--- src/rtl/wb_rr_arbiter.sv ---
// wb_rr_arbiter
//   N-master to 1-slave classic Wishbone round-robin arbiter. The grant is
//   locked for a whole bus cycle (m_cyc_i high). There is one dead cycle
//   between owners. Acks pass straight through with no added latency.
//
//   Optional feature macro: WB_ARB_TIMEOUT_EN
//     When it is defined, an owner whose strobe goes unacked for
//     TIMEOUT_CYCLES cycles receives a one-cycle m_err_o pulse. The slave is
//     then released, and the arbiter waits in DRAIN until that owner drops
//     m_cyc_i.
//
//   state | meaning
//   IDLE  | no owner; arbitrate among m_cyc_i requests
//   GRANT | granted master drives the slave until it drops m_cyc_i
//   DRAIN | (timeout build only) slave abandoned; wait for owner to drop cyc
module wb_rr_arbiter #(
  parameter int NUM_MASTERS    = 3,
  parameter int AW             = 32,
  parameter int DW             = 32,
  parameter int SW             = DW / 8,
  parameter int TIMEOUT_CYCLES = 255
) (
  input  logic                      wb_clk_i,
  input  logic                      wb_rst_i,
  input  logic [NUM_MASTERS-1:0]    m_cyc_i,
  input  logic [NUM_MASTERS-1:0]    m_stb_i,
  input  logic [NUM_MASTERS-1:0]    m_we_i,
  input  logic [NUM_MASTERS*SW-1:0] m_sel_i,
  input  logic [NUM_MASTERS*AW-1:0] m_adr_i,
  input  logic [NUM_MASTERS*DW-1:0] m_dat_i,
  output logic [NUM_MASTERS-1:0]    m_ack_o,
  output logic [NUM_MASTERS-1:0]    m_err_o,
  output logic [DW-1:0]             m_dat_o,
  output logic                      s_cyc_o,
  output logic                      s_stb_o,
  output logic                      s_we_o,
  output logic [SW-1:0]             s_sel_o,
  output logic [AW-1:0]             s_adr_o,
  output logic [DW-1:0]             s_dat_o,
  input  logic                      s_ack_i,
  input  logic [DW-1:0]             s_dat_i,
  output logic [NUM_MASTERS-1:0]    grant_o,
  output logic                      busy_o
);

  localparam int PW = (NUM_MASTERS > 1) ? $clog2(NUM_MASTERS) : 1;

`ifdef WB_ARB_TIMEOUT_EN
  typedef enum logic [1:0] {
    S_IDLE  = 2'd0,
    S_GRANT = 2'd1,
    S_DRAIN = 2'd2
  } state_t;
`else
  typedef enum logic [1:0] {
    S_IDLE  = 2'd0,
    S_GRANT = 2'd1
  } state_t;
`endif

  state_t                 r_state;
  state_t                 w_state_nxt;
  logic [NUM_MASTERS-1:0] r_grant;
  logic [NUM_MASTERS-1:0] w_grant_nxt;
  logic [PW-1:0]          r_ptr;
  logic [PW-1:0]          w_ptr_nxt;

  logic                   w_found;
  logic [PW-1:0]          w_win;

  logic                   w_g_cyc;
  logic                   w_g_stb;
  logic                   w_g_we;
  logic [SW-1:0]          w_g_sel;
  logic [AW-1:0]          w_g_adr;
  logic [DW-1:0]          w_g_dat;

  logic                   w_in_grant;
  logic                   w_stb;
  logic                   w_ack;
  logic                   w_timeout;

  // Round-robin pick: first requester above the last winner, then wrap to the lowest index.
  always_comb begin
    w_found = 1'b0;
    w_win   = r_ptr;
    for (int i = 0; i < NUM_MASTERS; i++) begin
      if (!w_found && m_cyc_i[i] && (i > int'(r_ptr))) begin
        w_found = 1'b1;
        w_win   = PW'(i);
      end
    end
    for (int i = 0; i < NUM_MASTERS; i++) begin
      if (!w_found && m_cyc_i[i] && (i <= int'(r_ptr))) begin
        w_found = 1'b1;
        w_win   = PW'(i);
      end
    end
  end

  // Mux the owner's request signals, selected by the one-hot grant (all zero when idle).
  always_comb begin
    w_g_cyc = 1'b0;
    w_g_stb = 1'b0;
    w_g_we  = 1'b0;
    w_g_sel = '0;
    w_g_adr = '0;
    w_g_dat = '0;
    for (int i = 0; i < NUM_MASTERS; i++) begin
      if (r_grant[i]) begin
        w_g_cyc = m_cyc_i[i];
        w_g_stb = m_stb_i[i];
        w_g_we  = m_we_i[i];
        w_g_sel = m_sel_i[i*SW +: SW];
        w_g_adr = m_adr_i[i*AW +: AW];
        w_g_dat = m_dat_i[i*DW +: DW];
      end
    end
  end

  assign w_in_grant = (r_state == S_GRANT);
  assign w_stb      = w_in_grant & w_g_stb & ~w_timeout;
  assign w_ack      = w_stb & s_ack_i;

  // Next-state logic. A new owner is chosen only from IDLE, which gives the dead cycle.
  always_comb begin
    w_state_nxt = r_state;
    w_grant_nxt = r_grant;
    w_ptr_nxt   = r_ptr;
    case (r_state)
      S_IDLE: begin
        if (w_found) begin
          w_state_nxt        = S_GRANT;
          w_grant_nxt        = '0;
          w_grant_nxt[w_win] = 1'b1;
          w_ptr_nxt          = w_win;
        end
      end
      S_GRANT: begin
`ifdef WB_ARB_TIMEOUT_EN
        if (w_timeout) begin
          w_state_nxt = S_DRAIN;
        end else
`endif
        if (!w_g_cyc) begin
          w_state_nxt = S_IDLE;
          w_grant_nxt = '0;
        end
      end
`ifdef WB_ARB_TIMEOUT_EN
      S_DRAIN: begin
        if (!w_g_cyc) begin
          w_state_nxt = S_IDLE;
          w_grant_nxt = '0;
        end
      end
`endif
      default: begin
        w_state_nxt = S_IDLE;
        w_grant_nxt = '0;
      end
    endcase
  end

  // State, grant and round-robin pointer registers; the pointer resets so master 0 wins first.
  always_ff @(posedge wb_clk_i) begin
    if (wb_rst_i) begin
      r_state <= S_IDLE;
      r_grant <= '0;
      r_ptr   <= PW'(NUM_MASTERS - 1);
    end else begin
      r_state <= w_state_nxt;
      r_grant <= w_grant_nxt;
      r_ptr   <= w_ptr_nxt;
    end
  end

`ifdef WB_ARB_TIMEOUT_EN
  localparam logic [15:0] TO_LAST = 16'(TIMEOUT_CYCLES - 1);

  logic [15:0] r_to_cnt;

  // The timeout fires on the strobe cycle that would be the TIMEOUT_CYCLES-th without an ack.
  assign w_timeout = w_in_grant & w_g_stb & (r_to_cnt == TO_LAST);

  // Count unacked strobe cycles of the current owner; restart on any ack or state change.
  always_ff @(posedge wb_clk_i) begin
    if (wb_rst_i) begin
      r_to_cnt <= '0;
    end else if (w_ack || (w_state_nxt != r_state)) begin
      r_to_cnt <= '0;
    end else if (w_stb) begin
      r_to_cnt <= r_to_cnt + 16'd1;
    end
  end

  assign m_err_o = r_grant & {NUM_MASTERS{w_timeout}};
`else
  assign w_timeout = 1'b0;
  assign m_err_o   = '0;
`endif

  // Slave side follows the owner only while in GRANT; a timeout forces cyc/stb low.
  assign s_cyc_o = w_in_grant & w_g_cyc & ~w_timeout;
  assign s_stb_o = w_stb;
  assign s_we_o  = w_in_grant & w_g_we;
  assign s_sel_o = w_in_grant ? w_g_sel : '0;
  assign s_adr_o = w_in_grant ? w_g_adr : '0;
  assign s_dat_o = w_in_grant ? w_g_dat : '0;

  assign m_ack_o = r_grant & {NUM_MASTERS{w_ack}};
  assign m_dat_o = s_dat_i;
  assign grant_o = r_grant;
  assign busy_o  = |r_grant;

endmodule

--- config.mk ---
export PLATFORM = sky130hd
export DESIGN_NAME = wb_rr_arbiter
export DESIGN_NICKNAME = d
export VERILOG_FILES = /design/src/rtl/wb_rr_arbiter.sv
export SDC_FILE = /design/constraint.sdc
export NUM_CORES = 1
export LEC_CHECK = 0
export ABC_AREA = 1
export BUFFER_PORTS_ARGS = -buffer_cell sky130_fd_sc_hd__buf_2
export CAP_MARGIN = 20
export CORE_AREA = 2 2 142 144
export CTS_BUF_LIST = sky130_fd_sc_hd__clkbuf_8
export CTS_CLUSTER_DIAMETER = 40
export DETAILED_ROUTE_END_ITERATION = 10
export DIE_AREA = 0 0 144 146
export GPL_TIMING_DRIVEN = 0
export SLEW_MARGIN = 20
export SYNTH_ARGS = -nofsm -noshare
export SYNTH_HDL_FRONTEND = slang
export SYNTH_SLANG_ARGS = --single-unit
--- constraint.sdc ---
create_clock -name wb_clk_i -period 2.63 [get_ports wb_clk_i]
set_input_delay 0.526 -clock wb_clk_i [delete_from_list [all_inputs] [get_ports wb_clk_i]]
set_output_delay 0.526 -clock wb_clk_i [all_outputs]
set_load 0.005 [all_outputs]
---- After elaboration in Yosys (flattened, before gate mapping) ----
Index checks and enable logic that the tools add are counted.
cells by class
  add/sub/neg operators ................... 0
  multipliers ............................. 0
  divide/modulo/power cells ............... 0
  magnitude comparators ................... 6
  eq/ne operators ......................... 3
  shifts and indexed selects .............. 0
  muxes and demuxes ....................... 39
  bitwise logic cells ..................... 5
  reductions and logical operators ........ 17
operator list
  operator            count
  $mux 32             8
  $mux 4              4
  $mux 1              15
  $mux 2              7
  $logic_and 1x1->1   9
  $mux 3              2
  $pmux 3 s2          1
  $and 1x1->1         4
  $logic_not 1->1     4
  $ne 2x2->1 const B  2
  $pmux 2 s2          1
  $reduce_and 2->1    2
  $and 3x3->3         1
  $lt 2x3->1 const B  1
  $reduce_or 3->1     1
  $demux 1 s2         1
  $eq 2x1->1 const B  1
  $ge 2x1->1 const B  1
  $gt 1x2->1 const A  1
  $gt 2x2->1 const A  1
  $le 1x2->1 const A  1
  $le 2x2->1 const A  1
  $logic_not 2->1     1
storage, ports and cells
  flip-flop bits (word level) ............. 7
  bits in latches ......................... 0
  RAM bits ................................ 0
  memory bits (read-only) ................. 0
  input port bits ......................... 248
  output and inout port bits .............. 113
  memories kept ........................... 0

---- Longest topological paths before layout ----
  depth in word-level cells ............... 24
  gate-level depth with buffers ........... 10
  mapped depth without buffers ............ 10

---- Worst setup path before layout ----
Ideal clock, no wire load.
  kind .................................... reg-to-output
  start ................................... reg r_grant[0] (netlist: grant_o[0])
  end ..................................... out s_dat_o[21]
  arrival ................................. 1.037 ns
  required time ........................... 2.104 ns
  slack ................................... 1.067 ns
  stages on the path, launching flop included .. 7
  path through ............................ dfxtp_1 > inv_2 > nor2_4 > buf_4 > buf_4 > nand2_1 > a21oi_1
between the ends
  cells in the longest elaborated chain, start to end .. 4
ends and longest elaborated chain
  item                    line  text
  start, declared         63    logic [NUM_MASTERS-1:0] r_grant;
  start signal, assigned  173   r_grant <= w_grant_nxt;
  $mux 32 (3 in series)   110   if (r_grant[i]) begin
  $mux 32                 209   assign s_dat_o = w_in_grant ? w_g_dat : '0;
  end, declared           39    output logic [DW-1:0] s_dat_o,
No other way between the ends.

---- Final worst setup path ----
  start ................................... reg r_grant[2] (netlist: grant_o[2])
  end ..................................... out s_adr_o[28]
between the ends
  cells in the longest elaborated chain, start to end .. 2
ends and longest elaborated chain
  item           line  text
  $mux 32        110
  $mux 32        208   assign s_adr_o = w_in_grant ? w_g_adr : '0;
  end, declared  38    output logic [AW-1:0] s_adr_o,
No other way between the ends.

==> results_dict.tcl <==
set metrics [dict create \
    clk_path_buf_depth 2 \
    dp_worst_setup_slack_ps 499.1 \
    yosysSeqAreaShare 0.05549 \
    antennaDiodeCount 0 \
    syn_avg_cell_area_um2 5.117 \
    wl_per_cell_um 13.38 \
    synth_top_cells_by_area "a21oi_1, o21ai_0, nand2_1" \
    fp.dieH_um 146 \
    nets 1003 \
    min_path_type "reg2reg" \
    r2r_start "r_state[0]" \
    insertion_delay_ps 230 \
    crit_arrival_ps 1790 \
    yosys_warnings 0 \
    cts_resized 0 \
    peakVddDrop_mv 0.2608 \
    swShare 0.4805 \
    htreeDepth 1 \
    dr.pass1.iters 4 \
    drv_cap 0 \
    drc 0 \
    crit_start "grant_o[2]" \
    fin_crit_ps 2317 \
    finalWirelength_mm 13.62 \
    dieArea_mm2 0.02102 \
    cts_hold_buffers 0 \
    pin_count 361 \
    clock_sinks 6 \
    switching_power_w 0.0005453 \
    combPwrFrac 0.775 \
    skew_ps 1.534 \
    period_share 0.8810 \
    final_common_cell "buf_2" \
    antenna_found_initial 0 \
    slew_violations 0 \
    synthCells 423 \
    grt_setup_unrepaired "no" \
    grt_pass1_wl_mm 19.27 \
    setup_ws_ps 313.0 \
    outcome "completed" \
    core-area_mm2 0.01933 \
    max_freq_ghz 0.4316 \
    dieWidth_um 144 \
    crit_required_ps 2100 \
    cts.clk_slew.worst_paths_ps 40 \
    drive_gt1_frac 0.5232 \
    p_int_w 0.0005895 \
    ys_types 19 \
    grt_max_degree 11 \
    track_usage 0.1147 \
    layout_common_cells "buf_2, a21oi_1, nand2_1" \
    rows 51 \
    ant_nets 0 \
    root_buffer "clkbuf_8" \
    hpwl_mm 11.58 \
    initial_core_util 0.1120 \
    ff_latch_area_um2 120.1 \
    cts_made_buffers 3 \
    yosysTopAreaCell "a21oi_1" \
    critPathMaxFanout 10 \
    clkPwrFrac 0.127 \
    rrSetupSlack_ps 1300 \
    setup_viol 0 \
    grt_pass1_vias 3785 \
    dr.first_iter.drc_count 199 \
    via_per_inst 4.063 \
    gr-total-overflow 0 \
    vias 4136 \
    endpoint_kind "output port" \
    fin_tns_setup_ps 0 \
    synth_area_mm2 0.002165 \
    multiInputGateArea_mm2 0.001545 \
    startpoint_type "flop" \
    seqPwrFrac 0.098 \
    syn2layout_area_growth_pct 92.72 \
    cts_tree "yes" \
    yosys.area.top_type_share 0.3329 \
    crit_type "reg2out" \
    p_leak_nw 2.232 \
    ys_ff_latch 6 \
    p_per_area_mw_per_mm2 272.0 \
    place_congestion 0.8291 \
    min-delay-start "r_ptr[0]" \
    hold_viol_final 0 \
    post-cts-setup-buffers 0 \
    portBuffers 325 \
    fillCellCount 2296 \
]
-- power groups by stage --
stage / registers [W] / clock network, W / logic (W)
floorplan: 0.000112 / 0 / 0.000456
global placement: 0.000113 / 0 / 0.000883
detailed placement: 0.000113 / 0 / 0.000887
CTS: 0.000112 / 0.000145 / 0.000891
global route: 0.000114 / 0.000153 / 0.000991
finish: 0.000111 / 0.000144 / 0.000879
-- metrics by stage --
stage               hold WS [ps]  utilization  instances  total power, W  instance area [um2]
floorplan                  448.0            -        425       0.0005676                 2172
global placement           480.9       0.2136       1015       0.0009957                 4130
detailed placement         486.4       0.2136       1015        0.001000                 4130
CTS                        491.4       0.2158       1018        0.001147                 4172
global route               509.7       0.2158       1018        0.001258                 4172
finish                     493.7       0.2158       1018        0.001135                 4172
-- cell usage after synthesis (all sizes together) --
master and instances:
buf 59, nand3 8, nand2 91, conb 1, dfxtp 6, inv 16
nor2 8, clkbuf 14, a21oi 145, o211ai 1, nand4 3, or2 1
o21ai 70
-- final timing paths --
kind	endpoint	depth (start not counted)
worst min register to register	r_ptr[0]	2
worst min-delay path	r_ptr[0]	2
worst max-delay path	s_adr_o[28]	5
worst max register to register	r_state[0]	4
-- metal layers --
| metal | track usage | wire [um] |
|---|---|---|
| met5 | 0 | 0 |
| met4 | 0.01667 | 112 |
| met3 | 0.01744 | 950 |
| met2 | 0.2183 | 6936 |
| met1 | 0.1361 | 5620 |
-- state kept, by name, summed over array words and instances, names as in the netlist --
name,cells
grant_o,3
r_state,1
r_ptr,2
-- cell families (layout without fill, tap and decap cells) --
kind of cell    Yosys count  in the layout  share of synthesized area
compound gates          216            216                     0.5023
buf+inv                  89            417                     0.2341
flops                     6              6                    0.05549
other cells               1              3                   0.001732
simple gates            111            111                     0.2064
-- layout make-up --
cell class	instances	share of cell area
inverter	16	0.01440
multi-input combinational	330	0.3704
timing repair buffer	325	0.3899
buffer	73	0.1071
tap	265	0.07948
clock buffer	3	0.009898
sequential	6	0.02879
-- critical path, stage by stage (launching register included) --
cell	delay, ps
dfxtp_1	320
inv_1	300
clkbuf_1	410
o21ai_0	150
a21oi_1	220
buf_2	160
Power figures use the tool's default switching activity.
